## src/rtl/tone_seq_gen.sv

```systemverilog
// Chromatic square-wave tone generator: 12 notes x 8 octaves, optional
// ms duration, note changes at half-period boundaries, always ends low.
module tone_seq_gen #(
  parameter int unsigned CLK_HZ = 25_000_000,
  parameter int unsigned CNT_W  = 20,
  parameter int unsigned DUR_W  = 12
) (
  input  logic             clk,
  input  logic             rst_n,
  input  logic             load,
  input  logic [3:0]       note,
  input  logic [2:0]       octave,
  input  logic [DUR_W-1:0] dur,
  input  logic             stop,
  output logic             speaker,
  output logic             busy,
  output logic             note_done,
  output logic             err
);

  localparam int unsigned MS_DIV = CLK_HZ / 1000;
  localparam int unsigned PRE_W  =
    (MS_DIV > 1) ? $clog2(MS_DIV) : 1;

  function automatic logic [CNT_W-1:0] half_period(
    input longint unsigned f_mhz
  );
    return CNT_W'((64'(CLK_HZ) * 64'd1000) / (64'd2 * f_mhz));
  endfunction

  // Octave-0 half periods; slots 12..15 are never used
  localparam logic [CNT_W-1:0] BASE_HP [16] = '{
    half_period(16352), half_period(17324),
    half_period(18354), half_period(19445),
    half_period(20602), half_period(21827),
    half_period(23125), half_period(24500),
    half_period(25957), half_period(27500),
    half_period(29135), half_period(30868),
    half_period(30868), half_period(30868),
    half_period(30868), half_period(30868)
  };

  typedef enum logic [1:0] {
    IDLE,
    PLAY,
    STOPPING
  } state_t;

  state_t           state;
  logic [CNT_W-1:0] hp;
  logic [CNT_W-1:0] cnt;
  logic [CNT_W-1:0] pend_hp;
  logic [DUR_W-1:0] pend_dur;
  logic [DUR_W-1:0] dur_rem;
  logic [PRE_W-1:0] pre;
  logic             pend_v;
  logic             timed;

  logic [CNT_W-1:0] shifted;
  logic [CNT_W-1:0] new_hp;
  logic [CNT_W-1:0] eff_hp;
  logic [DUR_W-1:0] eff_dur;
  logic             eff_v;
  logic             active;
  logic             toggle;
  logic             tick;
  logic             expire;
  logic             stop_req;
  logic             valid_note;
  logic             vload;

  always_comb begin
    shifted = BASE_HP[note] >> octave;
    new_hp  = (shifted < CNT_W'(2)) ? CNT_W'(2) : shifted;
  end

  assign active     = (state != IDLE);
  assign toggle     = active && (cnt == hp - 1'b1);
  assign tick       = active && (pre == PRE_W'(MS_DIV - 1));
  assign expire     = timed && tick && (dur_rem == DUR_W'(1));
  assign stop_req   = stop | expire;
  assign valid_note = (note <= 4'd11);
  assign vload      = load & valid_note & ~stop_req;

  // A load in this cycle is the newest pending note
  assign eff_v   = vload | pend_v;
  assign eff_hp  = vload ? new_hp : pend_hp;
  assign eff_dur = vload ? dur : pend_dur;

  always_ff @(posedge clk or negedge rst_n) begin
    if (!rst_n) begin
      state     <= IDLE;
      hp        <= '0;
      cnt       <= '0;
      pend_hp   <= '0;
      pend_dur  <= '0;
      dur_rem   <= '0;
      pre       <= '0;
      pend_v    <= 1'b0;
      timed     <= 1'b0;
      speaker   <= 1'b0;
      busy      <= 1'b0;
      note_done <= 1'b0;
      err       <= 1'b0;
    end else begin
      note_done <= 1'b0;
      err       <= load & ~valid_note & ~stop_req;
      if (active) begin
        cnt <= toggle ? '0 : cnt + 1'b1;
        pre <= tick ? '0 : pre + 1'b1;
        if (tick && timed) dur_rem <= dur_rem - 1'b1;
        if (expire) timed <= 1'b0;
      end
      unique case (state)
        IDLE: begin
          if (vload) begin
            state   <= PLAY;
            hp      <= new_hp;
            dur_rem <= dur;
            timed   <= |dur;
            cnt     <= '0;
            pre     <= '0;
            speaker <= 1'b1;
            busy    <= 1'b1;
          end
        end
        PLAY: begin
          if (stop_req) begin
            pend_v <= 1'b0;
            if (speaker && !toggle) begin
              state <= STOPPING;
            end else begin
              state     <= IDLE;
              speaker   <= 1'b0;
              busy      <= 1'b0;
              note_done <= 1'b1;
            end
          end else begin
            pend_v   <= eff_v;
            pend_hp  <= eff_hp;
            pend_dur <= eff_dur;
            if (toggle) begin
              speaker <= ~speaker;
              if (eff_v) begin
                pend_v  <= 1'b0;
                hp      <= eff_hp;
                dur_rem <= eff_dur;
                timed   <= |eff_dur;
                pre     <= '0;
              end
            end
          end
        end
        STOPPING: begin
          pend_v   <= eff_v & ~stop_req;
          pend_hp  <= eff_hp;
          pend_dur <= eff_dur;
          if (toggle) begin
            speaker <= 1'b0;
            pend_v  <= 1'b0;
            if (eff_v && !stop_req) begin
              state   <= PLAY;
              hp      <= eff_hp;
              dur_rem <= eff_dur;
              timed   <= |eff_dur;
              pre     <= '0;
            end else begin
              state     <= IDLE;
              busy      <= 1'b0;
              note_done <= 1'b1;
            end
          end
        end
        default: state <= IDLE;
      endcase
    end
  end

endmodule
```

## config.mk

```make
export PLATFORM = sky130hd
export DESIGN_NAME = tone_seq_gen
export DESIGN_NICKNAME = d
export VERILOG_FILES = /design/src/rtl/tone_seq_gen.sv
export SDC_FILE = /design/constraint.sdc
export NUM_CORES = 1
export LEC_CHECK = 0
export CORE_MARGIN = 2
export CORE_UTILIZATION = 28
export DETAILED_ROUTE_END_ITERATION = 16
export MAX_ROUTING_LAYER = met4
export PLACE_DENSITY = 0.54
export SLEW_MARGIN = 40
export SYNTH_ARGS = -nofsm -noshare
export SYNTH_HDL_FRONTEND = slang
export SYNTH_SLANG_ARGS = --single-unit
```

## constraint.sdc

```tcl
create_clock -name clk -period 3.2 [get_ports clk]
set_input_delay 0.64 -clock clk [delete_from_list [all_inputs] [get_ports clk]]
set_output_delay 0.64 -clock clk [all_outputs]
set_load 0.02 [all_outputs]
```

* Word-level counts from Yosys, hierarchy flattened *
Memory sizes are Yosys's and may differ from the RTL's.
Cells that the tools add are included.

storage, ports and cells
  register bits = 107
  input port bits = 23
  word-level logic and storage cells = 140
  ROM bits = 320
  memories kept = 1

memories
  memory           words  bits a word  rd ports  clocked after Yosys merged registers in  wr ports  line  text
  (no name shown)  16     20           1         0                                        0         73    shifted = BASE_HP[note] >> octave;

operators by class
  mux-type cells = 72
  magnitude comparators = 3
  add/sub/neg operators = 4
  shifts and indexed selects = 1
  equality and inequality tests = 16
  reduce and logical (&&, ||, !) cells = 19
  bitwise gates (word level) = 11

operator list
  operator                                              count
  2-to-1 mux 20 bit                                     15
  2-to-1 mux 12 bit                                     10
  2-to-1 mux 15 bit                                     8
  one-hot mux 20 bit (3 select lines)                   1
  one-hot mux 15 bit (3 select lines)                   1
  one-hot mux 20 bit (2 select lines)                   1
  one-hot mux 12 bit (3 select lines)                   1
  2-to-1 mux 1 bit                                      24
  one-hot mux 12 bit (2 select lines)                   1
  OR reduction 12 bit                                   2
  adder 20 x 1 -> 20 bit, second input constant         1
  equality test 20 bit                                  1
  < comparator 20 x 2 -> 1 bit, second input constant   1
  >> shifter 20 x 3 -> 20 bit                           1
  subtractor 20 x 1 -> 20 bit, second input constant    1
  != test 2 bit, second input constant                  9
  adder 15 x 1 -> 15 bit, second input constant         1
  equality test 15 bit, second input constant           1
  equality test 12 x 1 -> 1 bit, second input constant  1
  subtractor 12 x 1 -> 12 bit, second input constant    1
  one-hot mux 1 bit (3 select lines)                    3
  2-to-1 mux 2 bit                                      4
  AND reduction 7 bit                                   1
  logical AND 1 bit                                     6
  other kinds (19)                                      30

* Longest topological paths before layout *
Gate-level depths: netlist of the first run.

  depth after elaboration = 13
  depth in mapped cells = 12
  gate-level depth less buffers = 11

* Worst setup path before layout of the first run *
No wires, ideal clock.

  kind = reg2reg
  start = register hp[11]
  end = register hp[0]
  path buffers = 1
  library setup time = 0.127 ns
  cell stages (with the launch flop) = 10
  arrival = 3.163 ns
  path slack = -0.091 ns
  clock period less this slack = 3.291 ns
  cell sequence = dfrtp_1 > or4_1 > or3_1 > or4b_4 > a221oi_2 > nand4_1 > o31ai_4 > and2_4 > buf_6 > mux2_1

on the way
  longest elaborated chain between the ends = 5

RTL lines
  element                                 line  text
  start: declaration                      50    logic [CNT_W-1:0] hp;
  start signal: assignment                118   hp <= new_hp;
  start signal: assignment                146   hp <= eff_hp;
  start signal: assignment                163   hp <= eff_hp;
  subtractor 20 x 1 -> 20 bit *           78    assign toggle = active && (cnt == hp - 1'b1);
  equality test 20 bit *                  78
  logical AND 1 bit *                     78
  != test 2 bit (no source line)          -
  AND reduction 7 bit (no source line) *  -

Every way passes the cells marked *; elsewhere a longest branch is shown, timed or not.
A chain may end at the register's enable or synchronous reset.

* Worst setup path in the final report of the first run *
  start = register hp[14]
  end = register hp[17]

Same word-level chain as after synthesis.

==> results of run 1 <==
## area by class of cell
type / count / area [µm²] / area share [%]
clock buffer: 9 / 225 / 2.53
clock inverter: 7 / 67.6 / 0.760
inverter: 26 / 97.6 / 1.10
multi-input combinational: 637 / 4360 / 49.0
sequential: 107 / 2680 / 30.1
tap: 335 / 419 / 4.72
timing repair buffer: 115 / 1050 / 11.8
## through the flow
| step | util [%] | instances | TNS (ns) | setup WS (ns) |
|---|---|---|---|---|
| floorplan | - | 818 | 0 | 0.00569 |
| global placement | 33.0 | 1218 | -0.422 | -0.0758 |
| detailed placement | 33.0 | 1218 | -1.10 | -0.113 |
| CTS | 34.2 | 1235 | -0.990 | -0.0580 |
| global route | 34.4 | 1236 | -7.40 | -0.200 |
| finish | 34.4 | 1236 | -1.31 | -0.0649 |
## power breakdown
part,internal (mW),switching (mW)
Combinational,1.65,1.66
Clock,0.551,0.564
Sequential,1.80,0.386
Total,4.00,2.61
## registers in the layout, summed over array words and instances, names as in the netlist
register   flops
state          2
pend_dur      12
err            1
pend_hp       20
pre           15
note_done      1
cnt           20
dur_rem       12
timed          1
speaker        1
busy           1
hp            20
pend_v         1
## worst max-delay path, cell delays in order, from the launching register on
cell and delay (ns):
sky130_fd_sc_hd__dfrtp_1 0.37, sky130_fd_sc_hd__or4_1 0.53, sky130_fd_sc_hd__or3_4 0.36, sky130_fd_sc_hd__or4b_4 0.54, sky130_fd_sc_hd__a221oi_2 0.22, sky130_fd_sc_hd__nand4_1 0.22
sky130_fd_sc_hd__o31ai_4 0.24, sky130_fd_sc_hd__and2_4 0.20, sky130_fd_sc_hd__buf_12 0.15, sky130_fd_sc_hd__mux2_1 0.32
## metal layers
metal / GRT usage [%] / routed length (µm) / vias up / share of wire (%)
met4: 2.70 / 99 / 0 / 0.54
met2: 20.6 / 7960 / 77 / 44
met1: 20.7 / 9640 / 2903 / 53
li1: - / - / 3114 / -
met3: 2.35 / 536 / 4 / 2.9
met5: - / 0 / - / 0
## repair_timing
action                                  in CTS  in global routing
pin swaps                                    2                 11
hold buffers                                 0                  0
setup buffers                                1                  1
hold endpoints to repair                     0                  0
endpoints found under the setup margin      40                 71
gates resized for setup                      5                 10
## worst paths after layout
| check | to | slack (ns) | cells past startpoint |
|---|---|---|---|
| max reg2reg | hp[17]$_DFFE_PN0P_ | -0.06 | 9 |
| max | hp[17]$_DFFE_PN0P_ | -0.06 | 9 |
| max in group asynchronous | cnt[8]$_DFF_PN0_ | 2.39 | 2 |
| min in group clk | pend_hp[12]$_DFFE_PN0P_ | 0.48 | 2 |
| min reg2reg | pend_hp[12]$_DFFE_PN0P_ | 0.48 | 2 |
| min | pre[6]$_DFF_PN0_ | 0.32 | 2 |
## kinds of logic after synthesis
group,count (synthesis),share of synthesized area [%]
flops,107,36.8
xor+xnor,63,7.57
compound gates,194,17.4
simple gates,298,20.8
buf+inv,74,4.16
mux,65,10.4
fa+ha+maj,17,2.92
## cell usage in the layout, fill, tap and decap left out, drive strengths merged, types with 6 or more instances in the layout
cell type      Yosys  final
o21ai             73     73
nor4              16     16
nor3              17     17
o21a               6      6
or3                9      9
mux2i             20     20
buf               10     90
xor2              29     29
nor2              68     68
o31ai              7      7
nor2b             12     12
inv               25     29
ha                17     17
dfrtp            107    107
o211ai             7      7
clkdlybuf4s50      0     25
nand2             83     83
nand2b             9      9
and2              10     10
nand3             21     21
o41ai              6      6
or2                9      9
nand4             17     17
mux2              43     43
clkbuf            38      9
xnor2             34     34
a221o             10     10
a21oi             36     36
==> metrics.txt, run 1 <==
# TYPE chip_impl_metric gauge
chip_impl_metric{name="synth_sequential_area_ratio",unit="%"} 36.8
chip_impl_metric{name="antenna_cells_inserted",unit=""} 0
chip_impl_info{name="yosysMostFrequentCell",value="sky130_fd_sc_hd__dfrtp_1"} 1
chip_impl_metric{name="synth.net_count",unit=""} 858
chip_impl_info{name="yosys-top-cells-area",value="sky130_fd_sc_hd__dfrtp_1, sky130_fd_sc_hd__o21ai_0, sky130_fd_sc_hd__nand2_1"} 1
chip_impl_metric{name="final.period_utilization",unit="%"} 102
chip_impl_info{name="violations_in_the_final_reports",value="setup timing"} 1
chip_impl_info{name="cts_tree",value="yes"} 1
chip_impl_metric{name="post-route-worst-setup-slack",unit="ns"} -0.0649
chip_impl_metric{name="place.gp.congestion",unit=""} 0.875
chip_impl_metric{name="syn_area_per_cell",unit="µm²"} 8.91
chip_impl_metric{name="grt_util_all_layers",unit="%"} 14.1
chip_impl_info{name="type_of_the_setup_path_with_the_least_slack",value="reg2reg"} 1
chip_impl_metric{name="critPathMaxFanout",unit=""} 12
chip_impl_info{name="post_synth_most_frequent_cells",value="sky130_fd_sc_hd__dfrtp_1, sky130_fd_sc_hd__nand2_1, sky130_fd_sc_hd__o21ai_0, sky130_fd_sc_hd__nor2_1, sky130_fd_sc_hd__clkbuf_1"} 1
chip_impl_metric{name="ioPinCount",unit=""} 27
chip_impl_metric{name="ys_async_sr_fraction",unit="%"} 100
chip_impl_metric{name="timing.max_cap.violations",unit=""} 0
chip_impl_metric{name="worstPathRequired",unit="ns"} 3.44
chip_impl_metric{name="routedWlPerCell",unit="µm"} 14.8
chip_impl_metric{name="final_area",unit="µm²"} 8890
chip_impl_metric{name="ys_ff_latch",unit=""} 107
chip_impl_info{name="rsz0062_at_grt",value="yes"} 1
chip_impl_metric{name="number_of_i_o_port_buffers",unit=""} 26
chip_impl_metric{name="final-max-slew-violation-count",unit=""} 0
chip_impl_metric{name="worst_ep_arrival_time",unit="ns"} 3.51
chip_impl_info{name="synth_ff_type",value="sky130_fd_sc_hd__dfrtp_1"} 1
chip_impl_metric{name="number_of_vias_after_detailed_routing",unit=""} 6098
chip_impl_metric{name="slew_headroom",unit="%"} 58.5
chip_impl_info{name="root_buffer",value="sky130_fd_sc_hd__clkbuf_16"} 1
chip_impl_metric{name="grt_max_degree",unit=""} 108
chip_impl_metric{name="grt_pass1_vias",unit=""} 5659
chip_impl_metric{name="dieWidth",unit="µm"} 165
chip_impl_metric{name="power",unit="mW"} 6.61
chip_impl_metric{name="design.final.nets",unit=""} 936
chip_impl_metric{name="timing.hold.ws",unit="ns"} 0.323
chip_impl_metric{name="h-tree-depth",unit=""} 3
chip_impl_metric{name="synth.cell_area",unit="µm²"} 7290
chip_impl_metric{name="synthDistinctLibCells",unit=""} 77
chip_impl_metric{name="clock_skew_after_layout",unit="ns"} 0.0130
chip_impl_metric{name="cts.sink_count",unit=""} 107
chip_impl_metric{name="cts-root-to-sink-buffers",unit=""} 2
chip_impl_metric{name="peakVddDrop",unit="mV"} 0.337
chip_impl_metric{name="die_area",unit="µm²"} 27300
chip_impl_metric{name="worst_setup_hold_path_clk_slew",unit="ns"} 0.08
chip_impl_metric{name="setup_viol",unit=""} 40
chip_impl_metric{name="static-leakage-power",unit="nW"} 3.75
chip_impl_metric{name="site_row_count",unit=""} 59
chip_impl_metric{name="worst_slew_pin_slew",unit="ns"} 0.622
chip_impl_info{name="netlist.top_cell.by_area",value="sky130_fd_sc_hd__dfrtp_1"} 1
chip_impl_metric{name="fin_crit",unit="ns"} 3.26
chip_impl_metric{name="grt_first_pass_wirelength",unit="mm"} 29.9
chip_impl_metric{name="initial_core_util",unit="%"} 28.2
chip_impl_metric{name="drive_above_1_share",unit="%"} 19.2
chip_impl_metric{name="filler_cell_count",unit=""} 2676
chip_impl_metric{name="die_height",unit="µm"} 165
chip_impl_info{name="critical_path.startpoint",value="hp[14]$_DFFE_PN0P_"} 1
chip_impl_metric{name="drtAntennaViolNets",unit=""} 0
chip_impl_metric{name="area_delta_synth_final",unit="%"} 22.0
chip_impl_info{name="status",value="finished, violations left"} 1
chip_impl_info{name="rr_startpoint",value="hp[14]$_DFFE_PN0P_"} 1
chip_impl_metric{name="area_share_of_the_leading_cell_type_in_the_synthesized_netlist",unit="%"} 36.8
chip_impl_metric{name="grt-ovfl-total",unit=""} 0
chip_impl_metric{name="initial_antenna_violation_count",unit=""} 0
chip_impl_metric{name="yosysWarnings",unit=""} 0
chip_impl_metric{name="power_density",unit="nW/µm²"} 744
chip_impl_metric{name="clk_lat_worst_skew",unit="ns"} 0.36
chip_impl_metric{name="synthCells",unit=""} 818
chip_impl_metric{name="route.detailed.drc",unit=""} 0
chip_impl_metric{name="timing.fmax",unit="GHz"} 0.306
chip_impl_metric{name="hold_viol",unit=""} 0
chip_impl_info{name="startpoint_type",value="register"} 1
chip_impl_metric{name="via_per_inst",unit=""} 4.93
chip_impl_metric{name="number_of_flops_mapped_to_enable_cells_by_yosys",unit=""} 0
chip_impl_metric{name="drt_first_iter_violations",unit=""} 380
chip_impl_metric{name="cts_buffers",unit=""} 9
chip_impl_metric{name="placed_cell_area",unit="µm²"} 8530
chip_impl_metric{name="estimated_wirelength_of_the_detail_placed_design",unit="mm"} 13.4
chip_impl_metric{name="core",unit="µm²"} 25800
chip_impl_metric{name="routed_wirelength",unit="mm"} 18.2
chip_impl_info{name="hold_class",value="in2async"} 1
chip_impl_metric{name="dr.pass1.iters",unit=""} 4
chip_impl_info{name="end_kind",value="register"} 1
Power figures use the tool's default switching activity.
==> inputs of run 2 (changes only) <==
--- a/config.mk
+++ b/config.mk
@@ -7,9 +7,11 @@
 export LEC_CHECK = 0
 export CORE_MARGIN = 2
 export CORE_UTILIZATION = 28
+export CTS_CLUSTER_DIAMETER = 60
 export DETAILED_ROUTE_END_ITERATION = 16
+export DONT_BUFFER_PORTS = 1
 export MAX_ROUTING_LAYER = met4
-export PLACE_DENSITY = 0.54
+export PLACE_DENSITY = 0.53
 export SLEW_MARGIN = 40
 export SYNTH_ARGS = -nofsm -noshare
 export SYNTH_HDL_FRONTEND = slang
==> run 2 against run 1 <==
The flow still finishes with violations (setup timing). Wire length is 0.77% higher. Flip-flop and latch count stayed put. Clock power is 5% higher. Total power is 2.4% higher. Combinational power is 2% higher. Highest routed layer unchanged.
==> metrics.txt, run 2 (same netlist as run 1, synthesis figures left out) <==
# TYPE chip_impl_metric gauge
chip_impl_info{name="status",value="finished, violations left"} 1
chip_impl_info{name="violations_in_the_final_reports",value="setup timing"} 1
chip_impl_metric{name="number_of_i_o_port_buffers",unit=""} 0
chip_impl_metric{name="drtAntennaViolNets",unit=""} 0
chip_impl_metric{name="routedWlPerCell",unit="µm"} 15.4
chip_impl_metric{name="initial_antenna_violation_count",unit=""} 0
chip_impl_metric{name="grt_pass1_vias",unit=""} 5488
chip_impl_info{name="layout_commonest_cell",value="sky130_fd_sc_hd__dfrtp_1"} 1
chip_impl_metric{name="dpl_worst_slack",unit="ns"} -0.0878
chip_impl_metric{name="cp_num_cells",unit=""} 10
chip_impl_metric{name="drt_first_iter_violations",unit=""} 414
chip_impl_metric{name="drive_above_1_share",unit="%"} 19.0
chip_impl_info{name="cell_by_cell_trace_of_the_critical_path",value="or4_4 -> or3_4 -> or4b_4 -> a221oi_2 -> nand4_1 -> buf_4 -> o31ai_4 -> and2_4 -> clkbuf_16 -> mux2_4"} 1
chip_impl_metric{name="timing.fmax",unit="GHz"} 0.303
chip_impl_metric{name="cts_buffers",unit=""} 9
chip_impl_metric{name="max_stage_delay",unit="ns"} 0.53
chip_impl_metric{name="r2r.worst_path.cells",unit=""} 10
chip_impl_metric{name="worstPathRequired",unit="ns"} 3.44
chip_impl_info{name="hold_class",value="in2async"} 1
chip_impl_metric{name="design.final.nets",unit=""} 895
chip_impl_info{name="end_kind",value="register"} 1
chip_impl_metric{name="hold_viol",unit=""} 0
chip_impl_info{name="largest_registers",value="cnt: 20 flops, hp: 20 flops, pend_hp: 20 flops"} 1
chip_impl_metric{name="antenna_cells_inserted",unit=""} 0
chip_impl_info{name="startpoint_type",value="register"} 1
chip_impl_metric{name="ioPinCount",unit=""} 27
chip_impl_metric{name="die_area",unit="µm²"} 27300
chip_impl_metric{name="clock_skew_after_layout",unit="ns"} 0.00922
chip_impl_metric{name="final-max-slew-violation-count",unit=""} 0
chip_impl_metric{name="cts.sink_count",unit=""} 107
chip_impl_metric{name="power_density",unit="nW/µm²"} 789
chip_impl_metric{name="grt_max_degree",unit=""} 108
chip_impl_metric{name="grt-ovfl-total",unit=""} 0
chip_impl_metric{name="dr.pass1.iters",unit=""} 5
chip_impl_info{name="regToRegEndpoint",value="hp[19]$_DFFE_PN0P_"} 1
chip_impl_info{name="worst_path_max_delay_cell",value="sky130_fd_sc_hd__or4_4"} 1
chip_impl_metric{name="place.gp.congestion",unit=""} 0.901
chip_impl_metric{name="peakVddDrop",unit="mV"} 0.388
chip_impl_metric{name="cts-root-to-sink-buffers",unit=""} 2
chip_impl_metric{name="site_row_count",unit=""} 59
chip_impl_metric{name="via_per_inst",unit=""} 5.05
chip_impl_metric{name="worst_ep_arrival_time",unit="ns"} 3.54
chip_impl_metric{name="timing.max_cap.violations",unit=""} 0
chip_impl_metric{name="worst_slew_pin_slew",unit="ns"} 0.595
chip_impl_metric{name="routed_wirelength",unit="mm"} 18.4
chip_impl_info{name="critical_path.startpoint",value="hp[14]$_DFFE_PN0P_"} 1
chip_impl_metric{name="dieWidth",unit="µm"} 165
chip_impl_metric{name="static-leakage-power",unit="nW"} 3.59
chip_impl_metric{name="worst_setup_hold_path_clk_slew",unit="ns"} 0.07
chip_impl_metric{name="reg2reg_setup_slack",unit="ns"} -0.10
chip_impl_metric{name="post-route-worst-setup-slack",unit="ns"} -0.102
chip_impl_metric{name="estimated_wirelength_of_the_detail_placed_design",unit="mm"} 13.3
chip_impl_info{name="timing.critical_path.max_delay_family",value="simple AND/OR/NAND/NOR gates"} 1
chip_impl_info{name="cts_tree",value="yes"} 1
chip_impl_metric{name="finalSetupTns",unit="ns"} -2.35
chip_impl_info{name="critPathCapture",value="hp[19]$_DFFE_PN0P_"} 1
chip_impl_metric{name="die_height",unit="µm"} 165
chip_impl_metric{name="final.period_utilization",unit="%"} 103
chip_impl_metric{name="initial_core_util",unit="%"} 28.2
chip_impl_metric{name="setup_viol",unit=""} 44
chip_impl_info{name="type_of_the_setup_path_with_the_least_slack",value="reg2reg"} 1
chip_impl_metric{name="critPathMaxFanout",unit=""} 6
chip_impl_metric{name="route.detailed.drc",unit=""} 0
chip_impl_metric{name="fin_crit",unit="ns"} 3.30
chip_impl_metric{name="cp.buffers_inverters",unit=""} 2
chip_impl_info{name="rr_startpoint",value="hp[14]$_DFFE_PN0P_"} 1
chip_impl_info{name="rsz0062_at_grt",value="yes"} 1
chip_impl_metric{name="grt_first_pass_wirelength",unit="mm"} 29.7
chip_impl_info{name="root_buffer",value="sky130_fd_sc_hd__clkbuf_16"} 1
chip_impl_metric{name="area_delta_synth_final",unit="%"} 17.8
chip_impl_metric{name="h-tree-depth",unit=""} 3
chip_impl_metric{name="number_of_vias_after_detailed_routing",unit=""} 6036
chip_impl_metric{name="core",unit="µm²"} 25800
chip_impl_metric{name="clk_lat_worst_skew",unit="ns"} 0.36
chip_impl_metric{name="grt_util_all_layers",unit="%"} 14.0
chip_impl_metric{name="slew_headroom",unit="%"} 60.3
chip_impl_info{name="layout_common_cells",value="sky130_fd_sc_hd__dfrtp_1, sky130_fd_sc_hd__nand2_1, sky130_fd_sc_hd__o21ai_0, sky130_fd_sc_hd__nor2_1, sky130_fd_sc_hd__buf_4"} 1
[run 2: stage by stage]
stage / instance area [µm²] / hold WS (ns) / utilization [%] / cells / power [mW]
CTS: 8470 / 0.255 / 32.8 / 1191 / 6.65
detailed placement: 8120 / 0.347 / 31.4 / 1174 / 5.39
floorplan: 7290 / 0.344 / - / 818 / 4.33
finish: 8580 / 0.236 / 33.2 / 1195 / 6.77
global route: 8580 / 0.264 / 33.2 / 1195 / 7.28
global placement: 8120 / 0.347 / 31.4 / 1174 / 5.36
[run 2: report_power, final]
part	total (mW)	switching (mW)	internal [mW]	leakage [nW]
clock network	1.18	0.555	0.622	0.153
logic	3.39	1.66	1.73	2.05
registers	2.20	0.401	1.80	1.39
[run 2: how the worst min path moves through the flow]
| stage | startpoint | to | slack, ns | cells after the start |
|---|---|---|---|---|
| floorplan | rst_n | busy$_DFFE_PN0P_ | 0.34 | 0 |
| global placement | rst_n | pre[12]$_DFF_PN0_ | 0.35 | 0 |
| detailed placement | rst_n | pre[12]$_DFF_PN0_ | 0.35 | 0 |
| CTS | rst_n | pre[6]$_DFF_PN0_ | 0.25 | 1 |
| global route | rst_n | pend_dur[7]$_DFFE_PN0P_ | 0.26 | 1 |
| finish | rst_n | pre[6]$_DFF_PN0_ | 0.24 | 1 |
[run 2: worst register-to-register path, delay by kind of cell (launching register included)]
family	cells	cell delay (ns)
AND/OR/NAND/NOR	5	1.76
buffers and inverters	2	0.34
multiplexers	1	0.30
AO/OA/AOI/OAI	2	0.41
flip-flops	1	0.39
[run 2: routing by layer]
metal  GRT usage (%)  vias up  part of all wire, %
li1                -     3041                    -
met1            20.9     2883                   52
met2            19.6      102                   43
met3            2.55       10                  3.5
met4            3.17        0                  1.0
met5               -        -                    0
[run 2: cell type report]
type / instances / area [µm²]
Fill cell: 2693 / 17300
Multi-Input combinational cell: 637 / 4390
Sequential cell: 107 / 2680
Timing Repair Buffer: 74 / 697
Tap cell: 335 / 419
Clock buffer: 9 / 225
Inverter: 26 / 97.6
Clock inverter: 7 / 81.3
[run 2: timing repair]
item | in CTS | in global routing
buffers inserted | 0 | 3
gates resized for setup | 3 | 17
endpoints found under the setup margin | 43 | 70
hold buffers | 1 | 0
gates cloned | 0 | 1
pin swaps | 1 | 3
hold endpoints to repair | 107 | 0
